--- src/rtl/mux_rr_arbiter.sv ---
// Round-robin arbiter for four requesters sharing one 4:1 select datapath.
// Produces a registered one-hot grant, the matching binary select for the
// mux, a valid flag and a count of how long the current owner has held it.
// Optional macro ARB_TIMEOUT_EN: preempt an owner after HOLD_MAX cycles when
// another requester is waiting. Undefined (default): owner keeps the grant
// until it drops its request, and owner_cnt is for observation only.
module mux_rr_arbiter #(
  parameter int unsigned HOLD_MAX = 8,
  parameter int unsigned CNT_W    = $clog2(HOLD_MAX)
) (
  input  logic             clk,
  input  logic             rst,
  input  logic [3:0]       req,
  output logic [3:0]       grant,
  output logic [1:0]       sel,
  output logic             valid,
  output logic [CNT_W-1:0] owner_cnt
);

  typedef enum logic [0:0] {StIdle, StOwn} state_e;

  state_e           state_q;
  logic [3:0]       grant_q;
  logic [1:0]       sel_q;
  logic             valid_q;
  logic [CNT_W-1:0] owner_cnt_q;
  logic [1:0]       last_ptr_q;

  logic       win_any;
  logic [1:0] win_idx;
  logic [1:0] cand;
  logic       own_req;
  logic       others_req;
  logic       take_win;
  logic       go_idle;
  logic       cnt_clr;
  logic       cnt_inc;

`ifdef ARB_TIMEOUT_EN
  localparam logic [CNT_W-1:0] HoldLast = CNT_W'(HOLD_MAX - 1);
`endif

  // Scan last_ptr+1 .. last_ptr+4 (mod 4); the last owner is considered last.
  always_comb begin
    win_any = 1'b0;
    win_idx = last_ptr_q;
    cand    = '0;
    for (int k = 1; k <= 4; k++) begin
      cand = last_ptr_q + 2'(k);
      if (!win_any && req[cand]) begin
        win_any = 1'b1;
        win_idx = cand;
      end
    end
  end

  assign own_req    = req[sel_q];
  assign others_req = |(req & ~grant_q);

  // Decode which action the FSM takes at the next edge.
  always_comb begin
    take_win = 1'b0;
    go_idle  = 1'b0;
    cnt_clr  = 1'b0;
    cnt_inc  = 1'b0;
    case (state_q)
      StIdle: begin
        if (win_any) take_win = 1'b1;
        else         go_idle  = 1'b1;
      end
      StOwn: begin
        if (!own_req) begin
          // Release: hand over without an idle bubble if anyone is waiting.
          if (win_any) take_win = 1'b1;
          else         go_idle  = 1'b1;
        end else begin
`ifdef ARB_TIMEOUT_EN
          if (owner_cnt_q == HoldLast) begin
            if (others_req) take_win = 1'b1;
            else            cnt_clr  = 1'b1;
          end else begin
            cnt_inc = 1'b1;
          end
`else
          cnt_inc = 1'b1;
`endif
        end
      end
      default: go_idle = 1'b1;
    endcase
  end

  // FSM and registered outputs; sel holds through idle to keep the mux stable.
  always_ff @(posedge clk or posedge rst) begin
    if (rst) begin
      state_q     <= StIdle;
      grant_q     <= 4'b0000;
      sel_q       <= 2'd0;
      valid_q     <= 1'b0;
      owner_cnt_q <= '0;
      last_ptr_q  <= 2'd3;
    end else begin
      if (take_win) begin
        state_q     <= StOwn;
        grant_q     <= 4'b0001 << win_idx;
        sel_q       <= win_idx;
        valid_q     <= 1'b1;
        owner_cnt_q <= '0;
        last_ptr_q  <= win_idx;
      end else if (go_idle) begin
        state_q     <= StIdle;
        grant_q     <= 4'b0000;
        valid_q     <= 1'b0;
        owner_cnt_q <= '0;
      end else if (cnt_clr) begin
        owner_cnt_q <= '0;
      end else if (cnt_inc) begin
        if (owner_cnt_q != {CNT_W{1'b1}}) owner_cnt_q <= owner_cnt_q + 1'b1;
      end
    end
  end

  assign grant     = grant_q;
  assign sel       = sel_q;
  assign valid     = valid_q;
  assign owner_cnt = owner_cnt_q;

endmodule

--- config.mk ---
export PLATFORM = sky130hd
export DESIGN_NAME = mux_rr_arbiter
export DESIGN_NICKNAME = d
export VERILOG_FILES = /design/src/rtl/mux_rr_arbiter.sv
export SDC_FILE = /design/constraint.sdc
export NUM_CORES = 1
export LEC_CHECK = 0
export CORE_MARGIN = 2
export CORE_UTILIZATION = 44
export CTS_BUF_LIST = sky130_fd_sc_hd__clkbuf_4 sky130_fd_sc_hd__clkbuf_8
export DETAILED_ROUTE_END_ITERATION = 10
export PLACE_DENSITY = 0.85
export SYNTH_ARGS = -nofsm -noshare
export SYNTH_HDL_FRONTEND = slang
export SYNTH_SLANG_ARGS = --single-unit
--- constraint.sdc ---
create_clock -name clk -period 1.8 [get_ports clk]
set_clock_uncertainty 0.05 [all_clocks]
set_input_delay 0.36 -clock clk [delete_from_list [all_inputs] [get_ports clk]]
set_output_delay 0.36 -clock clk [all_outputs]
set_load 0.01 [all_outputs]
==> results.md <==
* Post-synth net total at 61
* Category of cells accounting for the largest share of critical-path delay: multiplexers
* Number of antenna violations at the first check in global routing at 0
* Final WL at 1.383 mm
* Final Hold Slack at 0.3401 ns
* Synth Cell Area at 613.1 µm²
* Buffer cell driving the clock tree root: sky130_fd_sc_hd__clkbuf_4
* Number of CTS-inserted buffers at 3
* Post-Place Worst Slack at -0.3469 ns
* Distinct cells, synth at 24
* Global-route wire length before repair at 2.125 mm
* Area delta synth->final at 46.73%
* Slew headroom at 0.6885
* Cells on worst reg2reg path at 4
* Antenna-violating nets left at 0
* Longest individual stage delay on the worst path at 0.53 ns
* Critical path type: reg2reg
* Clock-pin slew on the worst setup and hold paths at 0.08 ns
* Status: completed
* Number of global-route vias before repair at 508
* Leading cell types by count after synthesis: 10 x sky130_fd_sc_hd__dfrtp_1, 5 x sky130_fd_sc_hd__nor2_1, 4 x sky130_fd_sc_hd__mux2_1, 4 x sky130_fd_sc_hd__nand2_1, 4 x sky130_fd_sc_hd__o21ai_0
* Clock tree from TritonCTS: yes
* Register-to-Register Setup Slack at 0.05 ns
* Cell with the most instances after synthesis: sky130_fd_sc_hd__dfrtp_1
* Critical path's slowest cell: sky130_fd_sc_hd__mux4_2
* Post-route cell area at 899.6 µm²
* Maximum number of pins on one net before global-route repair at 13
* Hold Violations, Final at 0
* Pre-antenna DRT Iters at 4
* CP Capture Type: flip-flop
* Chip Width at 41.33 µm
* Setup repair after global routing missed its margin: false
* Number of enable-type register cells in the synthesized netlist at 0
* Top post-synthesis cells by area: sky130_fd_sc_hd__dfrtp_1 41%, sky130_fd_sc_hd__dfstp_2 8.6%, sky130_fd_sc_hd__mux2_1 7.3%, sky130_fd_sc_hd__ha_1 4.1%, sky130_fd_sc_hd__mux4_2 3.7%
* Slack of the critical path at 0.05354 ns
* Maximum level of the CTS H-tree at 1
* Worst Tran Pin Value at 0.4668 ns
* Max-capacitance violation count at 0
* Violation count after the first detailed-route iteration at 14
* Critical path data arrival time at 1.86 ns
* Number of antenna cells inserted at 0
* Count of placed standard cells including taps at 90
* Count of placed standard cells in the final layout, fillers left out at 95
* Placed inst area at 830.8 µm²
* Y dimension of the die at 41.33 µm
* Via-per-instance ratio at 5.579
* I/O Buffers at 15
* Net total in the final layout at 89
* Synthesized area per cell at 11.57 µm²
* Overall Global Routing Usage at 0.2036
* Reg-to-Reg End: sel[0]
* Library cell occupying the most area in the post-synthesis netlist: sky130_fd_sc_hd__dfrtp_1
* Placed wire-length estimate at 999.7 µm
* Power density cells at 1620 nW/µm²
* Effective utilization at floorplan at 0.4712
* Fraction of layout instances using a drive strength above 1 at 0.2625
* Critical Path Start Type: flip-flop
* Achievable Freq at 0.5726 GHz
* Standard-cell rows at 13
* Share of synthesized flip-flops with an asynchronous set or reset at 1.000
* Final slew viol count at 0
* Cell Chain, Critical Path: mux4_2 -> and2_4 -> nor2_4 -> mux2_4
* Post-route clock period utilization at 0.9703
* GR Overflow Total at 0
* Final routed wire length divided by cell count at 14.56 µm
* Setup violators final at 0
* Crit Path Max Fanout at 4
* Buf+Inv Stages, Crit Path at 0
* Warning count from the yosys run at 0
* Weighted congestion at the end of routability-driven global placement at 0.8322
* Buffers from clock root to sink, at most at 2
* Vias at 530
* Fraction of post-synthesis cell area in the top cell type by area at 0.4082
* Leakage power total at 0.4130 nW
* Core outline area at 1301 µm²
* Commonest register cell after synthesis: sky130_fd_sc_hd__dfrtp_1
* Count of pins on the block boundary at 16
* Flip-flop and latch count after synthesis at 12
* Critical path required time at 1.91 ns
* Type of the tightest min-delay check: in2async
* Total die area at 1708 µm²
* Clk_lat worst skew at 0.28 ns
* Synthesized instance count at 53
* Final worst path period need at 1.746 ns
* Launching point of the worst reg2reg path: sel[0]
* Number of sinks driven by the clock tree at 12
* Maximum resistive drop on vdd at 1.019 mV
* Number of remaining DRC errors at 0
* Sequential share of the synthesized area at 0.4939
[flip-flops by register name, summed over array words and instances (netlist names)]
register	cells
grant	4
owner_cnt	3
sel	2
last_ptr_q	2
valid	1
[report_power, final]
part / switching [W] / internal (W)
clock network: 0.0000933 / 0.000123
registers: 0.0000865 / 0.000394
logic: 0.000313 / 0.000447
[cells in the final DEF (no fill, tap or decap), drive strengths merged]
cell type,synthesis,layout
nand2b,2,2
clkbuf,0,4
nand3,1,1
o21a,1,1
o41ai,2,2
ha,2,2
clkdlybuf4s50,0,11
o21ai,4,4
buf,1,9
and2,1,1
a21o,1,1
nor2,6,6
a32o,2,2
nor2b,2,2
inv,1,1
dfstp,2,2
nand2,4,4
dlymetal6s2s,0,1
dlygate4sd2,0,3
clkinv,1,1
mux2,4,4
xor2,1,1
a31oi,1,1
mux2i,2,2
mux4,1,1
or4,1,1
dfrtp,10,10
[final cells by class]
class,instances,area [µm²]
clock buffers,4,36.28
well taps,15,18.77
inverters,2,7.507
fillers,109,401.6
multi-input cells,38,305.3
flip-flops and latches,12,302.8
repair buffers,24,229.0
[cells by family after synthesis]
family	Yosys count	synth area share
multiplexers	7	0.1429
XOR/XNOR	1	0.01429
buffers and inverters	3	0.03060
adder cells (fa/ha/maj)	2	0.04081
AO/OA/AOI/OAI	11	0.1286
flip-flops	12	0.4939
AND/OR/NAND/NOR	17	0.1490
[how the worst max path moves through the flow]
stage	end	depth (start not counted)	startpoint
floorplan	sel[1]	5	sel[0]
global placement	sel[1]	5	req[2]
detailed placement	sel[0]	5	req[2]
CTS	sel[0]	5	req[1]
global route	sel[0]	4	sel[0]
finish	sel[0]	4	sel[0]
[metal layers]
layer,track usage,up-vias,part of all wire
li1,-,247,-
met4,0.09677,0,0.015
met1,0.2192,258,0.39
met2,0.3711,21,0.53
met3,0.04787,4,0.060
met5,0,-,0
[repair_timing]
| item | in CTS | in global routing |
|---|---|---|
| gates resized for setup | 6 | 2 |
| setup buffers | 1 | 0 |
| hold buffers | 0 | 0 |
| endpoints found under the setup margin | 5 | 8 |
| pin swaps | 2 | 1 |
[worst reg2reg max path, stage by stage, from the launching register on]
cell and delay [ns]:
sky130_fd_sc_hd__dfrtp_1 0.40, sky130_fd_sc_hd__mux4_2 0.53, sky130_fd_sc_hd__and2_4 0.18, sky130_fd_sc_hd__nor2_4 0.15, sky130_fd_sc_hd__mux2_4 0.32
[metrics by stage]
step | TNS [ns] | utilization | power (W)
5_1_grt | 0 | 0.6913 | 0.001547
3_5_place_dp | -2.258 | 0.6385 | 0.001137
6_report | 0 | 0.6913 | 0.001457
2_1_floorplan | -0.03417 | - | 0.0008634
4_1_cts | 0 | 0.6846 | 0.001453
3_3_place_gp | -2.008 | 0.6385 | 0.001114
No activity file was read; power rests on OpenSTA's default activity.
